### src/rtl/ram_loader_pkg.sv
// Shared types and helpers for the SPI-driven RAM loader.
// Holds the command opcode and FSM state encodings plus the lane one-hot helper.
// Imported by ram_loader (top) and ram_loader_addr (address counter).
package ram_loader_pkg;

  // Upper nibble of a command byte.
  typedef enum logic [3:0] {
    OP_RUN  = 4'd0,
    OP_HALT = 4'd1,
    OP_ADDR = 4'd2,
    OP_WR   = 4'd3,
    OP_RD   = 4'd4
  } op_t;

  typedef enum logic [1:0] {
    IDLE  = 2'd0,
    ADDR  = 2'd1,
    WRITE = 2'd2,
    READ  = 2'd3
  } state_t;

  // Widest lane vector the helper can produce (XLEN up to 512).
  localparam int unsigned MAX_LANES = 64;

  // One-hot lane select; callers truncate to their own lane count.
  function automatic logic [MAX_LANES-1:0] lane_onehot(input int unsigned lane);
    lane_onehot = {{(MAX_LANES-1){1'b0}}, 1'b1} << lane;
  endfunction

endpackage

### src/rtl/ram_loader_addr.sv
// Byte-address counter for the RAM loader.
// Ports: clk_i/rst_n_i; load_vld_i/load_idx_i/load_last_i/load_byte_i assemble a
// little-endian start address; inc_i steps by one with wrap; addr_o/lane_oh_o out.
module ram_loader_addr
  import ram_loader_pkg::*;
#(
  parameter int unsigned XLEN         = 32,
  parameter int unsigned REGION_BYTES = 65536,
  parameter int unsigned LANES        = XLEN / 8,
  parameter int unsigned LANE_W       = (LANES > 1) ? $clog2(LANES) : 1
) (
  input  logic              clk_i,
  input  logic              rst_n_i,
  input  logic              load_vld_i,
  input  logic [LANE_W-1:0] load_idx_i,
  input  logic              load_last_i,
  input  logic [7:0]        load_byte_i,
  input  logic              inc_i,
  output logic [XLEN-1:0]   addr_o,
  output logic [LANES-1:0]  lane_oh_o
);

  localparam logic [XLEN-1:0] WRAP_MASK = XLEN'(REGION_BYTES - 1);

  logic [XLEN-1:0]   addr_q, addr_d;
  // Address bytes collect here so an aborted load leaves the live address intact.
  logic [XLEN-1:0]   shadow_q, shadow_d;
  logic [XLEN-1:0]   loaded;
  logic [LANE_W-1:0] lane_idx;

  always_comb begin
    loaded = shadow_q;
    for (int k = 0; k < int'(LANES); k++) begin
      if (load_idx_i == LANE_W'(k)) begin
        loaded[8*k +: 8] = load_byte_i;
      end
    end

    shadow_d = shadow_q;
    addr_d   = addr_q;
    if (load_vld_i) begin
      shadow_d = loaded;
      if (load_last_i) begin
        addr_d = loaded & WRAP_MASK;
      end
    end else if (inc_i) begin
      addr_d = (addr_q + XLEN'(1)) & WRAP_MASK;
    end
  end

  always_ff @(posedge clk_i) begin
    if (!rst_n_i) begin
      addr_q   <= '0;
      shadow_q <= '0;
    end else begin
      addr_q   <= addr_d;
      shadow_q <= shadow_d;
    end
  end

  assign lane_idx  = (LANES > 1) ? addr_q[LANE_W-1:0] : '0;
  assign lane_oh_o = LANES'(lane_onehot(32'(lane_idx)));
  assign addr_o    = addr_q;

endmodule

### src/rtl/ram_loader.sv
// RAM loader: turns the SPI byte stream into region selects, address, byte strobes.
// Ports: clk_i/rst_n_i; dc_i/byte_vld_i/byte_data_i in; cpu_rst_n_o, rd_sel_o,
// wr_sel_o, rw_addr_o, wr_data_o, wr_byte_en_o, err_o out (all registered).
module ram_loader
  import ram_loader_pkg::*;
#(
  parameter int unsigned XLEN         = 32,
  parameter int unsigned N_REGION     = 2,
  parameter int unsigned REGION_BYTES = 65536
) (
  input  logic                  clk_i,
  input  logic                  rst_n_i,
  input  logic                  dc_i,
  input  logic                  byte_vld_i,
  input  logic [7:0]            byte_data_i,
  output logic                  cpu_rst_n_o,
  output logic [N_REGION-1:0]   rd_sel_o,
  output logic [N_REGION-1:0]   wr_sel_o,
  output logic [XLEN-1:0]       rw_addr_o,
  output logic [XLEN-1:0]       wr_data_o,
  output logic [XLEN/8-1:0]     wr_byte_en_o,
  output logic                  err_o
);

  localparam int unsigned LANES  = XLEN / 8;
  localparam int unsigned LANE_W = (LANES > 1) ? $clog2(LANES) : 1;

  state_t              state_q, state_d;
  logic                cpu_rst_n_q, cpu_rst_n_d;
  logic [N_REGION-1:0] rd_sel_q, rd_sel_d;
  logic [N_REGION-1:0] wr_sel_q, wr_sel_d;
  logic                err_q, err_d;
  logic [LANE_W-1:0]   idx_q, idx_d;
  logic [LANES-1:0]    strb_q, strb_d;
  logic [XLEN-1:0]     wr_data_q, wr_data_d;
  logic                inc_pend_q, inc_pend_d;

  logic                cmd_vld, dat_vld, cmd_ok, region_ok, idx_last;
  logic [3:0]          op_nib, reg_nib;
  logic [N_REGION-1:0] reg_oh;
  logic                load_vld;
  logic [LANES-1:0]    lane_oh;

  assign cmd_vld   = byte_vld_i & ~dc_i;
  assign dat_vld   = byte_vld_i & dc_i;
  assign op_nib    = byte_data_i[7:4];
  assign reg_nib   = byte_data_i[3:0];
  assign region_ok = 32'(reg_nib) < N_REGION;
  assign reg_oh    = N_REGION'(1) << reg_nib;
  assign idx_last  = idx_q == LANE_W'(LANES - 1);

  // RUN/HALT ignore the low nibble; only region-addressed ops check it.
  always_comb begin
    case (op_nib)
      OP_RUN, OP_HALT:     cmd_ok = 1'b1;
      OP_ADDR, OP_WR, OP_RD: cmd_ok = region_ok;
      default:             cmd_ok = 1'b0;
    endcase
  end

  // State register plus all other flops.
  always_ff @(posedge clk_i) begin
    if (!rst_n_i) begin
      state_q     <= IDLE;
      cpu_rst_n_q <= 1'b0;
      rd_sel_q    <= '0;
      wr_sel_q    <= '0;
      err_q       <= 1'b0;
      idx_q       <= '0;
      strb_q      <= '0;
      wr_data_q   <= '0;
      inc_pend_q  <= 1'b0;
    end else begin
      state_q     <= state_d;
      cpu_rst_n_q <= cpu_rst_n_d;
      rd_sel_q    <= rd_sel_d;
      wr_sel_q    <= wr_sel_d;
      err_q       <= err_d;
      idx_q       <= idx_d;
      strb_q      <= strb_d;
      wr_data_q   <= wr_data_d;
      inc_pend_q  <= inc_pend_d;
    end
  end

  // Next state: any command aborts the current state.
  always_comb begin
    state_d = state_q;
    if (cmd_vld) begin
      if (!cmd_ok) begin
        state_d = IDLE;
      end else begin
        case (op_nib)
          OP_ADDR: state_d = ADDR;
          OP_WR:   state_d = WRITE;
          OP_RD:   state_d = READ;
          default: state_d = IDLE;
        endcase
      end
    end else if (dat_vld && state_q == ADDR && idx_last) begin
      state_d = IDLE;
    end
  end

  // Outputs and datapath.
  always_comb begin
    cpu_rst_n_d = cpu_rst_n_q;
    rd_sel_d    = rd_sel_q;
    wr_sel_d    = wr_sel_q;
    err_d       = err_q;
    idx_d       = idx_q;
    strb_d      = '0;
    wr_data_d   = wr_data_q;
    inc_pend_d  = 1'b0;
    load_vld    = 1'b0;

    if (cmd_vld) begin
      err_d = ~cmd_ok;
      if (!cmd_ok) begin
        rd_sel_d = '0;
        wr_sel_d = '0;
      end else begin
        case (op_nib)
          OP_RUN: begin
            cpu_rst_n_d = 1'b1;
            rd_sel_d    = '0;
            wr_sel_d    = '0;
          end
          OP_HALT: begin
            cpu_rst_n_d = 1'b0;
            rd_sel_d    = '0;
            wr_sel_d    = '0;
          end
          OP_ADDR: begin
            cpu_rst_n_d = 1'b0;
            idx_d       = '0;
          end
          OP_WR: begin
            cpu_rst_n_d = 1'b0;
            wr_sel_d    = reg_oh;
            rd_sel_d    = '0;
          end
          OP_RD: begin
            cpu_rst_n_d = 1'b0;
            rd_sel_d    = reg_oh;
            wr_sel_d    = '0;
          end
          default: ;
        endcase
      end
    end else if (dat_vld) begin
      case (state_q)
        ADDR: begin
          load_vld = 1'b1;
          idx_d    = idx_q + LANE_W'(1);
        end
        WRITE: begin
          // Strobe shows next cycle at the current address; the step follows it.
          strb_d     = lane_oh;
          wr_data_d  = {LANES{byte_data_i}};
          inc_pend_d = 1'b1;
        end
        READ: begin
          inc_pend_d = 1'b1;
        end
        default: ;
      endcase
    end
  end

  ram_loader_addr #(
    .XLEN         (XLEN),
    .REGION_BYTES (REGION_BYTES),
    .LANES        (LANES),
    .LANE_W       (LANE_W)
  ) u_addr (
    .clk_i       (clk_i),
    .rst_n_i     (rst_n_i),
    .load_vld_i  (load_vld),
    .load_idx_i  (idx_q),
    .load_last_i (idx_last),
    .load_byte_i (byte_data_i),
    .inc_i       (inc_pend_q),
    .addr_o      (rw_addr_o),
    .lane_oh_o   (lane_oh)
  );

  assign cpu_rst_n_o = cpu_rst_n_q;
  assign rd_sel_o    = rd_sel_q;
  assign wr_sel_o    = wr_sel_q;
  assign wr_data_o   = wr_data_q;
  assign err_o       = err_q;
  // Masked by reset so a strobe already queued when reset arrives never reaches the RAM.
  assign wr_byte_en_o = rst_n_i ? strb_q : '0;

endmodule

### config.mk
export PLATFORM = sky130hd
export DESIGN_NAME = ram_loader
export DESIGN_NICKNAME = d
export VERILOG_FILES = /design/src/rtl/ram_loader_pkg.sv /design/src/rtl/ram_loader_addr.sv /design/src/rtl/ram_loader.sv
export SDC_FILE = /design/constraint.sdc
export NUM_CORES = 1
export LEC_CHECK = 0
export ABC_AREA = 1
export ABC_CLOCK_PERIOD_IN_PS = 2370
export CORE_UTILIZATION = 50
export CTS_CLUSTER_SIZE = 24
export DETAILED_ROUTE_END_ITERATION = 7
export PLACE_DENSITY = 0.9
export SYNTH_ARGS = -nofsm -noshare
export SYNTH_HDL_FRONTEND = slang
export SYNTH_HIERARCHICAL = 1
export SYNTH_SLANG_ARGS = --single-unit
### constraint.sdc
create_clock -name clk_i -period 2.37 [get_ports clk_i]
set_clock_uncertainty 0.2 [all_clocks]
set_input_delay 0.474 -clock clk_i [delete_from_list [all_inputs] [get_ports clk_i]]
set_output_delay 0.474 -clock clk_i [all_outputs]
set_load 0.01 [all_outputs]
==> results.py, run 1 <==
metrics = {
    "sta": {
        "tightestPinTransition_ns": 0.539,
        "min_period_ns": 2.11,
        "maxSlewViolCount": 0,
        "hold_viol": 0,
        "relSlewSlack_pct": 64.1,
        "rsz0062_at_grt": "false",
        "fin_crit_sh_pct": 89.0,
        "setup_viol": 0,
        "max_freq_mhz": 474,
    },
    "yosys": {
        "synth_area_leaders": "dfxtp_1, buf_4, nor2_1",
        "ys_warn_count": 6,
        "synthCells": 462,
        "ys_top_cells_by_count": "nor2_1, nand2_1, dfxtp_1",
        "yosysTopAreaCell": "dfxtp_1",
        "synth_flop_cell": "dfxtp_1",
        "synth_most_common_cell": "nor2_1",
        "synth_edf_count": 0,
        "synth_top_area_share_pct": 34.3,
        "ys_types": 34,
        "synth_area_per_cell_um2": 6.94,
        "ys_async_sr_fraction_pct": 0,
        "synthesis.area_um2": 3210,
        "ys_seq_area_share_pct": 34.3,
        "ys_ff_latch": 55,
    },
    "finish": {
        "final_layout_size_suffix_gt1_share_pct": 13.2,
        "area_growth_pct": 21.8,
        "final_nets": 530,
        "antenna_cells": 0,
        "nFillCells": 496,
        "finalNonFillerCells": 589,
    },
    "drt": {
        "avgRoutedWirePerCell_um": 12.5,
        "route.detailed.drc": 0,
        "vias": 3064,
        "vias_per_cell": 5.20,
        "detail_route.wirelength_mm": 7.37,
        "drt.antenna.violating_nets": 0,
        "drtIter0Drc": 253,
        "drt_first_pass_iters": 5,
    },
    "power_and_ir_drop": {
        "finalPower_mw": 1.76,
        "p_per_area_nw_per_um2": 452,
        "p_leak_nw": 1.61,
        "vdd_drop_max_mv": 0.314,
    },
    "clock_tree": {
        "clockBufferDepth": 2,
        "clock_sinks": 55,
        "cts.htree.levels": 2,
        "insertion_delay_ns": 0.30,
        "cts_root_buffer": "clkbuf_8",
        "tritoncts": "yes",
        "cts_hold_buf": 0,
        "cts_setup_buffers": 0,
        "clkTransAtPathRegs_ns": 0.09,
        "cts_buffers": 5,
    },
    "hold_path": {
        "holdCritStartpoint": "u_addr/shadow_q[2]",
        "hold_path.class": "reg2reg",
        "hold_path_end": "u_addr/shadow_q[2]",
        "whs_path_depth": 2,
    },
    "setup_path": {
        "cp_max_fo": 8,
        "critPathCaptureType": "flip-flop",
        "critPathKind": "in2reg",
        "ff2ff_path_depth": 9,
        "reg2reg_to": "u_addr/addr_o[12]",
        "crit_arrival_ns": 2.13,
        "crit_start": "dc_i",
        "cp-start-kind": "primary input",
        "critPathRequiredTime_ns": 2.40,
        "reg2reg_slack_ns": 0.58,
        "rr_startpoint": "u_addr/addr_o[1]",
    },
    "grt": {
        "grt_pass1_wl_mm": 12.0,
        "grt-ovfl-total": 0,
        "grt_max_degree": 26,
        "antenna_found_initial": 0,
        "grt_pass1_vias": 2775,
        "track_usage_pct": 22.7,
    },
    "die": {
        "fp-row-count": 28,
        "io_pins": 86,
        "core-area_um2": 6060,
        "die_h_um": 82.1,
        "die_w_um": 82.1,
        "initial_core_util_pct": 52.9,
        "dieArea_um2": 6740,
    },
    "placement": {
        "dp_cells": 581,
        "gp_congestion": 0.844,
        "port_buffers": 69,
        "post-dp-hpwl_mm": 5.62,
    },
    "job": {
        "drv_cap": 0,
    },
    "run_status": {
        "outcome": "complete, no violations",
    },
}
-- final cells by class --
cell class	instances	area [um2]	share of cell area, %
multi-input cells	321	1590	40.7
flip-flops and latches	55	1100	28.2
repair buffers	80	797	20.4
inverters	50	191	4.90
well taps	75	93.8	2.40
clock buffers	6	72.6	1.86
clock inverters	2	60.1	1.54
-- sequential cells by signal, indices dropped and copies added, names as in the netlist --
signal	cells
cpu_rst_n_o	1
err_o	1
idx_q	2
inc_pend_q	1
rd_sel_o	2
state_q	2
strb_q	4
u_addr/addr_o	16
u_addr/shadow_q	16
wr_data_o	8
wr_sel_o	2
-- worst max-delay path by stage --
stage | cells after the start | endpoint | slack (ns)
3_5_place_dp | 11 | u_addr/addr_o[12] | -0.003
5_1_grt | 11 | u_addr/addr_o[15] | 0.12
4_1_cts | 4 | wr_byte_en_o[2] | 0.26
2_1_floorplan | 10 | u_addr/addr_o[12] | 0.60
6_report | 11 | u_addr/addr_o[15] | 0.26
3_3_place_gp | 4 | wr_byte_en_o[1] | 0.04
-- report_power, final --
part           internal (mW)  switching (mW)  leakage (nW)
Clock                  0.422           0.290        0.0654
Sequential             0.929         0.00307         0.444
Combinational         0.0443          0.0761          1.10
-- cells in the final DEF (no fill, tap or decap), types with 5 or more instances in the layout --
master and n:
a21oi_1 36, a31oi_1 5, buf_4 9, clkbuf_8 5, clkdlybuf4s50_1 68, conb_1 16, dfxtp_1 55, ha_1 5
inv_1 39, inv_2 9, nand2_1 70, nand2_2 11, nand3_1 22, nor2_1 74, nor2_2 10, nor2_4 6
o21ai_0 23, o21ai_1 24
-- cell families (layout without fill, tap and decap cells) --
kind of cell	count (synthesis)	count (layout)	synth area share [%]
DFF	55	55	34.3
adders and majority gates	5	5	1.95
other	1	16	0.117
and+or+nand+nor	202	202	28.9
buffers and inverters	101	138	17.8
AOI/OAI and AO/OA	98	98	16.9
-- what timing repair did --
action	4_1_cts	5_1_grt
endpoints found under the setup margin	2	0
resized for setup	1	0
endpoints found under the hold margin	0	0
-- per-layer routing --
layer | wire length, um | share of wire, % | GRT usage [%] | vias to the layer above
met5 | 0 | 0 | 0 | -
met4 | 143 | 1.9 | 9.30 | 0
met3 | 495 | 6.7 | 3.22 | 20
met2 | 3610 | 49 | 38.8 | 141
met1 | 3130 | 42 | 28.4 | 1376
li1 | - | - | - | 1527
-- per-stage QoR --
step	utilization (%)	hold WS (ns)	setup TNS (ns)	setup WS [ns]	area, um2
global route	64.5	0.287	0	0.119	3910
detailed placement	62.3	0.258	-0.00794	-0.00339	3780
CTS	64.5	0.272	0	0.261	3910
floorplan	-	0.244	0	0.596	3260
finish	64.5	0.271	0	0.262	3910
global placement	62.3	0.250	0	0.0360	3780
-- critical path: stages --
cell and delay, ns:
clkdlybuf4s50_1 0.52, nand2_1 0.10, inv_2 0.06, nand3_1 0.08
inv_1 0.15, inv_2 0.08, nand2_1 0.08, nand2_1 0.12
inv_1 0.21, nor2_1 0.09, a21oi_1 0.16
No activity file was read; power rests on OpenSTA's default activity.
==> run 2: changes to the inputs <==
--- a/config.mk
+++ b/config.mk
@@ -10,8 +10,8 @@
 export CORE_UTILIZATION = 50
 export CTS_CLUSTER_SIZE = 24
 export DETAILED_ROUTE_END_ITERATION = 7
-export PLACE_DENSITY = 0.9
+export MAX_ROUTING_LAYER = met4
+export PLACE_DENSITY = 0.94
 export SYNTH_ARGS = -nofsm -noshare
 export SYNTH_HDL_FRONTEND = slang
-export SYNTH_HIERARCHICAL = 1
 export SYNTH_SLANG_ARGS = --single-unit
==> results.py, run 2 <==
metrics = {
    "run_status": {
        "outcome": "complete, no violations",
    },
    "setup_path": {
        "critPathMaxStageDelay_ns": 0.59,
        "cp_max_fo": 8,
        "reg2reg_slack_ns": 0.43,
        "crit_chain": "clkdlybuf4s50_1",
        "crit_arrival_ns": 1.40,
        "critPathKind": "reg2out",
        "cp_slowest_cell": "clkdlybuf4s50_1",
        "critPathBufInv": 1,
        "critPathCaptureType": "primary output",
        "critPathRequiredTime_ns": 1.70,
        "cp-start-kind": "flip-flop",
        "crit_family": "buffers and inverters",
    },
    "clock_tree": {
        "cts_buffers": 5,
        "clkTransAtPathRegs_ns": 0.10,
        "cts.htree.levels": 2,
        "cts_root_buffer": "clkbuf_8",
        "cts_setup_buffers": 0,
        "clockBufferDepth": 2,
        "cts_resized": 0,
        "insertion_delay_ns": 0.32,
        "clock_sinks": 55,
        "cts_hold_buf": 0,
        "tritoncts": "yes",
    },
    "die": {
        "io_pins": 86,
        "dieArea_um2": 6430,
        "die_w_um": 80.2,
        "die_h_um": 80.2,
        "core-area_um2": 5920,
        "initial_core_util_pct": 51.6,
        "fp-row-count": 28,
    },
    "power_and_ir_drop": {
        "p_per_area_nw_per_um2": 477,
        "vdd_drop_max_mv": 0.325,
        "pwr-share-seq_pct": 52.1,
        "p_clk_share_pct": 41.5,
        "pwr-share-comb_pct": 6.4,
        "p_int_mw": 1.39,
        "netSwitchingFraction_pct": 22.1,
        "p_leak_nw": 1.47,
        "p_switching_uw": 395,
    },
    "grt": {
        "grt_pass1_vias": 2801,
        "track_usage_pct": 24.6,
        "grt-ovfl-total": 0,
        "antenna_found_initial": 0,
        "grt_max_degree": 34,
        "grt_pass1_wl_mm": 12.1,
    },
    "sta": {
        "whs_ns": 0.267,
        "fin_crit_sh_pct": 87.4,
        "hold_viol": 0,
        "rsz0062_at_grt": "false",
        "max_freq_mhz": 483,
        "setup_viol": 0,
        "tns_ns": 0,
        "maxSlewViolCount": 0,
        "min_period_ns": 2.07,
    },
    "drt": {
        "detail_route.wirelength_mm": 7.38,
        "drt.antenna.violating_nets": 0,
        "avgRoutedWirePerCell_um": 12.6,
        "drtIter0Drc": 340,
        "vias": 3037,
        "drt_first_pass_iters": 5,
        "route.detailed.drc": 0,
        "vias_per_cell": 5.19,
    },
    "yosys": {
        "synthesis.area_um2": 3060,
        "synth_area_leaders": "dfxtp_1, nand2_1, buf_4",
        "ys_top_cells_by_count": "nand2_1, dfxtp_1, inv_1",
        "synth_edf_count": 0,
        "synth_compound_area_share_pct": 16.0,
        "synth_most_common_cell": "nand2_1",
        "synth_fa_ha_area_share_pct": 1.64,
        "synthCells": 466,
        "synth_area_per_cell_um2": 6.56,
        "ys_warn_count": 0,
        "synth_flop_cell": "dfxtp_1",
        "ys_seq_area_share_pct": 36.0,
        "synthMuxAreaShare_pct": 0,
        "synth_top_family_by_area": "simple AND/OR/NAND/NOR gates",
        "synth_top_area_share_pct": 36.0,
        "ys_ff_latch": 55,
        "ys_types": 25,
        "ys_async_sr_fraction_pct": 0,
        "yosysTopAreaCell": "dfxtp_1",
        "synthXorXnorAreaFrac_pct": 0.860,
        "synth-simple-area-share_pct": 26.7,
    },
    "finish": {
        "antenna_cells": 0,
        "final_layout_size_suffix_gt1_share_pct": 4.71,
        "layout_commonest_cell": "nand2_1",
        "final_cell_mix": "nand2_1, clkdlybuf4s50_1, dfxtp_1, inv_1",
        "area_growth_pct": 22.7,
        "final_nets": 525,
        "nFillCells": 497,
    },
    "hold_path": {
        "hold_path.class": "reg2reg",
    },
    "job": {
        "drv_cap": 0,
    },
    "placement": {
        "port_buffers": 69,
        "gp_congestion": 0.901,
        "post-dp-hpwl_mm": 5.35,
    },
}
run 2: cell count changes after synthesis, sizes merged, moves of 2 or more:
cell	change
nor3	+9
a31oi	-3
nor2	-48
nand2	+46
xnor2	+2
o21bai	-4
o21ai	+2
clkbuf	+5
nand3	-11
a21oi	+2
nand4	+2
run 2: final timing paths:
check	from	endpoint	cells after the start
max	u_addr.addr_o[0]	rw_addr_o[0]	1
min	u_addr.shadow_q[8]	u_addr.shadow_q[8]	2
max reg2reg	u_addr.addr_o[0]	u_addr.addr_o[10]	8
min reg2reg	u_addr.shadow_q[8]	u_addr.shadow_q[8]	2
run 2: cell type report:
cell class,count,area (um2),area share [%]
multi-input combinational,320,1440,38.4
clock buffer,5,68.8,1.84
inverter,50,188,5.01
timing repair buffer,77,791,21.1
sequential,55,1100,29.4
clock inverter,3,67.6,1.80
tap,75,93.8,2.50
run 2: logic make-up (layout without fill, tap and decap cells):
kind of cell,Yosys count,after routing
AOI/OAI and AO/OA,96,96
other,1,16
adders and majority gates,4,4
buffers and inverters,106,135
xor gates and xnor gates,3,3
DFF,55,55
and+or+nand+nor,201,201
run 2: worst reg2reg max path, delay by kind of cell (launching register included):
kind            cells  cell delay (ns)
flops               1             0.49
compound gates      2             0.30
fa+ha+maj           1             0.22
simple gates        5             0.63
run 2: layer usage:
metal  track usage [%]  up-vias  part of all wire (%)
met1              27.4     1396                    40
met3              4.32       20                   5.0
li1                  -     1511                     -
met2              42.8      110                    52
met5                 -        -                     0
met4              10.9        0                   2.9
run 2: stage by stage:
| stage | std cells | setup WS, ns | power [mW] | area (um2) | util [%] |
|---|---|---|---|---|---|
| floorplan | 481 | 0.669 | 1.03 | 3110 | - |
| global placement | 577 | 0.0627 | 1.06 | 3610 | 61.0 |
| detailed placement | 577 | 0.0369 | 1.07 | 3610 | 61.0 |
| CTS | 585 | 0.0287 | 1.79 | 3750 | 63.3 |
| global route | 585 | 0.256 | 1.83 | 3750 | 63.3 |
| finish | 585 | 0.298 | 1.79 | 3750 | 63.3 |
run 2: power by group through the flow:
stage	sequential [mW]	combinational, mW	clock [mW]
after CTS	0.932	0.113	0.740
after global routing	0.934	0.125	0.773
after floorplan	0.956	0.0741	0
after detailed placement	0.954	0.111	0
after global placement	0.954	0.109	0
final	0.932	0.114	0.743
